`src/rtl/adder_pipe.sv`:
```
// adder_pipe: multi-lane unsigned adder feeding an elastic register pipeline.
//
// Purpose
//   LANES independent adders share one valid/ready handshake. Each beat is
//   either a plain zero-extended add (mode=0) or a saturating accumulate into
//   a per-lane running sum (mode=1). Results travel through STAGES register
//   slots and leave through a second valid/ready handshake that tolerates
//   downstream backpressure.
//
// Handshake semantics (both sides)
//   A beat transfers on a rising edge where valid && ready. A producer holds
//   its valid and data stable until the transfer. in_ready depends only on
//   slot occupancy, out_ready and rst, never on in_valid.
//
// Ports
//   clk        sole clock, rising edge
//   rst        asynchronous active-high reset, discards all in-flight beats
//   in_valid   operand beat valid
//   in_ready   block can accept a beat this cycle
//   A, B       packed operands, lane i at [i*DATA_WIDTH +: DATA_WIDTH]
//   mode       0 = plain add, 1 = accumulate (sampled with the beat)
//   clear      synchronous clear of all lane accumulators
//   out_valid  result beat valid
//   out_ready  downstream accepts the result
//   X          packed results, lane i at [i*ACC_WIDTH +: ACC_WIDTH]
//   sat        per-lane saturation flag of the current result beat
//   beat_count output handshake counter (only with ADDER_PIPE_COUNT_EN)
//
// Build option
//   `define ADDER_PIPE_COUNT_EN adds the 32-bit wrapping beat_count port.
//
// Parameters: STAGES legal range 1..8, ACC_WIDTH >= DATA_WIDTH+1.

module adder_pipe #(
    parameter int DATA_WIDTH = 8,
    parameter int LANES      = 4,
    parameter int STAGES     = 2,
    parameter int ACC_WIDTH  = 16
) (
    input  logic                          clk,
    input  logic                          rst,
    input  logic                          in_valid,
    output logic                          in_ready,
    input  logic [LANES*DATA_WIDTH-1:0]   A,
    input  logic [LANES*DATA_WIDTH-1:0]   B,
    input  logic                          mode,
    input  logic                          clear,
    output logic                          out_valid,
    input  logic                          out_ready,
    output logic [LANES*ACC_WIDTH-1:0]    X,
    output logic [LANES-1:0]              sat
`ifdef ADDER_PIPE_COUNT_EN
    ,
    output logic [31:0]                   beat_count
`endif
);

    localparam logic [ACC_WIDTH-1:0] ACC_MAX = '1;

    // Per-lane accumulators
    logic [ACC_WIDTH-1:0] acc_q [LANES];
    logic [ACC_WIDTH-1:0] acc_d [LANES];

    // Results of the beat presented on A/B this cycle
    logic [LANES*ACC_WIDTH-1:0] beat_res;
    logic [LANES-1:0]           beat_sat;

    // Pipeline slots; slot STAGES-1 drives the outputs
    logic [STAGES-1:0]          vld_q;
    logic [LANES*ACC_WIDTH-1:0] res_q [STAGES];
    logic [LANES-1:0]           sat_q [STAGES];
    logic [STAGES-1:0]          load;

    logic accept;

    // A slot loads unless it and every slot after it are full while the
    // output is stalled. Computed as a suffix-AND so there is no feedback
    // through the load vector itself.
    always_comb begin
        logic full_tail;
        full_tail = 1'b1;
        load      = '0;
        for (int k = STAGES - 1; k >= 0; k--) begin
            full_tail = full_tail & vld_q[k];
            load[k]   = !full_tail || out_ready;
        end
    end

    assign in_ready = load[0] && !rst;
    assign accept   = in_valid && in_ready;

    // Lane arithmetic. A clear on the same cycle as an accumulate beat wins
    // first, so the beat starts from zero.
    always_comb begin
        logic [ACC_WIDTH-1:0] lane_s;
        logic [ACC_WIDTH-1:0] lane_base;
        logic [ACC_WIDTH:0]   lane_t;
        lane_s    = '0;
        lane_base = '0;
        lane_t    = '0;
        beat_res  = '0;
        beat_sat  = '0;
        for (int l = 0; l < LANES; l++) begin
            acc_d[l]  = acc_q[l];
            lane_s    = ACC_WIDTH'(A[l*DATA_WIDTH +: DATA_WIDTH])
                      + ACC_WIDTH'(B[l*DATA_WIDTH +: DATA_WIDTH]);
            lane_base = clear ? '0 : acc_q[l];
            lane_t    = {1'b0, lane_base} + {1'b0, lane_s};
            if (mode) begin
                if (lane_t[ACC_WIDTH]) begin
                    beat_res[l*ACC_WIDTH +: ACC_WIDTH] = ACC_MAX;
                    beat_sat[l]                        = 1'b1;
                end else begin
                    beat_res[l*ACC_WIDTH +: ACC_WIDTH] = lane_t[ACC_WIDTH-1:0];
                end
            end else begin
                beat_res[l*ACC_WIDTH +: ACC_WIDTH] = lane_s;
            end
            if (accept && mode) begin
                acc_d[l] = beat_res[l*ACC_WIDTH +: ACC_WIDTH];
            end else if (clear) begin
                acc_d[l] = '0;
            end
        end
    end

    always_ff @(posedge clk or posedge rst) begin
        if (rst) begin
            for (int l = 0; l < LANES; l++) begin
                acc_q[l] <= '0;
            end
        end else begin
            for (int l = 0; l < LANES; l++) begin
                acc_q[l] <= acc_d[l];
            end
        end
    end

    always_ff @(posedge clk or posedge rst) begin
        if (rst) begin
            vld_q <= '0;
            for (int k = 0; k < STAGES; k++) begin
                res_q[k] <= '0;
                sat_q[k] <= '0;
            end
        end else begin
            if (load[0]) begin
                vld_q[0] <= accept;
                res_q[0] <= beat_res;
                sat_q[0] <= beat_sat;
            end
            for (int k = 1; k < STAGES; k++) begin
                if (load[k]) begin
                    vld_q[k] <= vld_q[k-1];
                    res_q[k] <= res_q[k-1];
                    sat_q[k] <= sat_q[k-1];
                end
            end
        end
    end

    assign out_valid = vld_q[STAGES-1];
    assign X         = res_q[STAGES-1];
    assign sat       = sat_q[STAGES-1];

`ifdef ADDER_PIPE_COUNT_EN
    logic [31:0] beat_cnt_q;

    // Wraps naturally from all-ones to zero; clear does not touch it.
    always_ff @(posedge clk or posedge rst) begin
        if (rst) begin
            beat_cnt_q <= '0;
        end else if (out_valid && out_ready) begin
            beat_cnt_q <= beat_cnt_q + 32'd1;
        end
    end

    assign beat_count = beat_cnt_q;
`endif

endmodule

```
`config.mk`:
```
export PLATFORM = sky130hd
export DESIGN_NAME = adder_pipe
export DESIGN_NICKNAME = d
export VERILOG_FILES = /design/src/rtl/adder_pipe.sv
export SDC_FILE = /design/constraint.sdc
export NUM_CORES = 1
export LEC_CHECK = 0
export ABC_AREA = 1
export BUFFER_PORTS_ARGS = -buffer_cell sky130_fd_sc_hd__clkbuf_2
export CAP_MARGIN = 20
export CORE_MARGIN = 2
export CORE_UTILIZATION = 40
export CTS_BUF_LIST = sky130_fd_sc_hd__clkbuf_16
export DETAILED_ROUTE_END_ITERATION = 7
export GPL_ROUTABILITY_DRIVEN = 0
export PLACE_DENSITY_LB_ADDON = 0.05
export SYNTH_ARGS = -nofsm -noshare
export SYNTH_HDL_FRONTEND = slang
export SYNTH_SLANG_ARGS = --single-unit
```
`constraint.sdc`:
```
create_clock -name clk -period 7.95 [get_ports clk]
set_input_delay 0.795 -clock clk [delete_from_list [all_inputs] [get_ports clk]]
set_output_delay 0.795 -clock clk [all_outputs]
set_load 0.02 [all_outputs]
```
# Word level (Yosys, flattened, before mapping)
# Cells that the tools add are included.
# classes
addsub	8
n_reduce_logical	8
n_mux	24
bitwise	1
# op_table
operator	count
$mux W16	16
$add A16 B9 Y17	4
$add A8 B8 Y9	4
$mux W1	8
$logic_and A1 B1 Y1	3
$logic_not A1 Y1	3
$logic_or A1 B1 Y1	2
$and A1 B1 Y1	1
# totals
wordCells	51
input_bits	70
out_inout_bits	70
ff_bits	202

# Logic depth before layout (Yosys ltp)
# depth
word_depth	7
ltp_mapped	20
depth_no_buf	20

# Least setup slack after synthesis
# OpenSTA, ideal clock, no wires.
# synth_timing
kind	input to register
from	in A[0]
to	reg res_q[65] (netlist name)
setup_slack_ns	4.752
cell_stages	18
t_required_ns	7.832
t_arrival_ns	3.081
path_cell_list	ha_1 fa_1 nand3_1 nand2_1 or2_2 nand2_1 inv_1 ha_1 nand2_1 nor2_1 nand3_1 nand2_1 nand2_1 nand2_1 nand2_2 nand2_1 o21bai_1 inv_1
# synth_via
elab_chain_len	4
# synth_rtl
item	line	rtl
from (decl)	44	input logic [LANES*DATA_WIDTH-1:0] A,
$add A8 B8 Y9 *	106	+ ACC_WIDTH'(B[l*DATA_WIDTH +: DATA_WIDTH]);
$add A16 B9 Y17	108	lane_t = {1'b0, lane_base} + {1'b0, lane_s};
$mux W16	110	if (lane_t[ACC_WIDTH]) begin
$mux W16 *	109	if (mode) begin
to (signal, indexed assignment)	155	res_q[k] <= res_q[k-1];
to (decl)	70	logic [LANES*ACC_WIDTH-1:0] res_q [STAGES];
# Mark *: on every way between the ends. The rest lies on a longest branch, timed or not.
# A chain may end at the register's enable or synchronous reset.

# Worst setup path in the final report
# layout_timing
from	in A[21]
to	reg res_q[102] (netlist name)
# Same word-level chain as after synthesis.

==> results.md <==
- Worst Setup Start Kind: input pin
- Diodes inserted: 0
- Critical path endpoint: res_q[102]
- Post-synth EDFFs: 0
- Slew HR: 0.172
- Die Width: 190 um
- Final Cycle Share: 0.469
- Drt wl/cell: 15.2 um
- Crit path arrival time: 4.15 ns
- Final Hold Fails: 0
- Placed Cells: 2,493
- Sequential power share: 0.385
- Setup_tns: 0 ns
- Post-route ant nets: 0
- Top cell type's share of synthesized area: 0.366
- Psw: 1.04 mW
- Synth top area cells: dfrtp_1, nand2_1, inv_1
- Synthesis-to-finish area growth: 10.1%
- CTS tree: done
- P per Cell Area: 206 mW/mm^2
- TritonCTS buffer count: 25
- Static leakage: 8.80 nW
- Worst Path Class, Setup: input pin to flop
- Layout Nets: 2,211
- Ys Warns: 0
- TritonRoute pass-1 iters: 6
- Fin. max-slew vios: 0
- Clock Path Buffers: 3
- H-Tree Level Count: 1
- Unique masters post-synth: 41
- Crit. End Element: flop
- Worst-margin pin slew: 1.23 ns
- Syn nets: 2,161
- Initial Utilization: 0.403
- Reg2reg setup slack: 4.44 ns
- Die height: 190 um
- CP required: 8.37 ns
- Crit-path cells: clkbuf_2 > ha_1 > a21oi_1 > o311ai_0 > ha_1 > inv_1 > nor2_1 > nand2_1 > nor2_2 > a21oi_2 > nand3_1 > nand3_1 > nand2_1
- Clock skew: 0.00947 ns
- Overall Power: 3.12 mW
- Hold Crit Depth: 2
- Post-synthesis register bit count: 202
- Routed wire length: 38,500 um
- Hold buffer count at CTS: 0
- Status: completed
- IO Pins: 140
- Rows: 68
- Post-synthesis sequential area ratio: 0.366
- GRT Total Usage: 0.218
- Port bufs: 139
- Dpl hpwl: 27,800 um
- Area leader, netlist: dfrtp_1
- Crit-path max FO: 12
- Most used flip-flop cell after synthesis: dfrtp_1
- Largest delay share family, worst path: compound AO/OA/AOI/OAI gates
- Worst r2r src: vld_q[1]
- Final setup fails: 0
- CTS clk-pin slew, worst paths: 0.06 ns
- Clock power frac: 0.374
- Cell Area, Synth: 0.0138 sq mm
- Root buffer cell: clkbuf_16
- Post-CTS sizing: 0
- CP max stage delay: 1.00 ns
- Count leader, synth: nand2_1
- DR vias: 12,300
- Remaining global-route overflow: 0
- Asr flop ratio synth: 1.00
- Critical path's slowest cell: o311ai_0
- Non-filler cells in the finished layout: 2,538
- HP Class: flop to flop
- Number of max-cap violations: 0
- 1st-iter DRT viols: 821
- Logic pwr share: 0.240
- Vias per cell: 4.85
- Buf+Inv Stages, Crit Path: 2
- Fmax: 268 MHz
- Clock Sinks: 202
- Share of cells above drive strength 1: 0.120
- Final setup margin: 4.22 ns
- Global-route wire length before repair: 62,500 um
- Int Pwr: 2.08 mW
- Worst VDD drop: 0.000119 V
- Dpl ws: 3.81 ns
- Worst reg2reg path depth: 9
- Core Box Area: 0.0343 sq mm
- Mapped Avg Cell Area: 6.85 sq um
- Vias in the first global route: 11,600
- Synth Instances: 2,015
- RSZ-0062 raised after global routing: false
- Crit path launch: A[21]
- Post-CTS setup buffers: 0
- DRC viols: 0
- Initial antenna violation count: 0
- Core Util, Final: 0.443
- Sw frac: 0.333
- RR Endpoint: res_q[82]
- Post-synth top cells: nand2_1, inv_1, dfrtp_1
- Clock Latency Late Sink: 0.53 ns
- Min cycle time layout: 3.73 ns
- Largest net degree at the start of global routing: 131
- Die ar.: 0.0360 sq mm
- Stages on worst setup path: 13
-- cells in the final DEF, fill, tap and decap left out, types with 5 or more instances in the layout --
cell and count:
o21ai_1 6, nand3b_1 11, nand3_2 9, ha_1 68, nand4_1 23, o22ai_1 11
xor2_1 15, nor2_1 115, clkbuf_16 25, o21ai_0 55, inv_1 255, or2_2 14
nor2_2 9, dfrtp_1 202, a21oi_1 40, clkbuf_2 139, nand3_1 181, nand2_1 808
clkinvlp_4 6, buf_4 8, nand2_2 13, nor2_4 5, nor3_1 5, xnor2_1 7
fa_1 8
-- registers in the layout, indices dropped and copies added (netlist names) --
| name | count |
|---|---|
| res_q | 64 |
| acc_q | 64 |
| X | 64 |
| vld_q | 2 |
| sat | 4 |
| sat_q | 4 |
-- layer usage --
| layer | global-route usage | vias up | routed length [um] |
|---|---|---|---|
| met2 | 0.323 | 293 | 15800 |
| met3 | 0.0262 | 39 | 2060 |
| li1 | - | 6312 | - |
| met4 | 0.0498 | 0 | 712 |
| met1 | 0.335 | 5668 | 20000 |
| met5 | 0 | - | 0 |
-- worst reg2reg max path: stages (launching register included) --
cell and delay [ns]:
dfrtp_1 0.36, nand2_2 0.05, buf_4 0.33, nor2_4 0.90, buf_4 0.53, inv_1 0.47
buf_4 0.41, o21ai_0 0.12, a21o_1 0.17, nand2_1 0.06
-- cell type report --
type	instances	area [sq um]
Timing Repair Buffer	147	756
Tap cell	455	569
Sequential cell	202	5050
Clock buffer	25	626
Inverter	260	986
Multi-Input combinational cell	1429	6990
Fill cell	3623	19100
Clock inverter	20	213
-- worst min-delay path by stage --
stage          startpoint    end  slack (ns)
6_report            X[25]  X[25]        0.47
5_1_grt             X[38]  X[38]        0.49
4_1_cts              X[9]   X[9]        0.47
3_5_place_dp         X[9]   X[9]        0.46
3_3_place_gp        X[44]  X[44]        0.45
2_1_floorplan   res_q[70]   X[6]        0.44
-- power by group through the flow --
stage / clock network, mW / registers, mW / logic (mW)
after global routing: 1.25 / 1.22 / 0.855
after detailed placement: 0 / 1.22 / 0.753
final: 1.17 / 1.20 / 0.751
after floorplan: 0 / 1.19 / 0.600
after global placement: 0 / 1.22 / 0.747
after CTS: 1.20 / 1.20 / 0.757
-- cells by family (layout without fill, tap and decap cells) --
family	count (synthesis)	in the layout	synth area share
compound gates	131	131	0.0535
xor+xnor	22	22	0.0140
fa+ha+maj	76	76	0.0732
buf+inv	384	452	0.128
flops	202	202	0.366
simple gates	1200	1200	0.365
-- per-stage QoR --
stage	instance area, sq um	hold WS [ns]
3_5_place_dp	14400	0.459
3_3_place_gp	14400	0.454
5_1_grt	15200	0.494
2_1_floorplan	13800	0.441
6_report	15200	0.469
4_1_cts	15200	0.474
No activity file was read; power rests on OpenSTA's default activity.
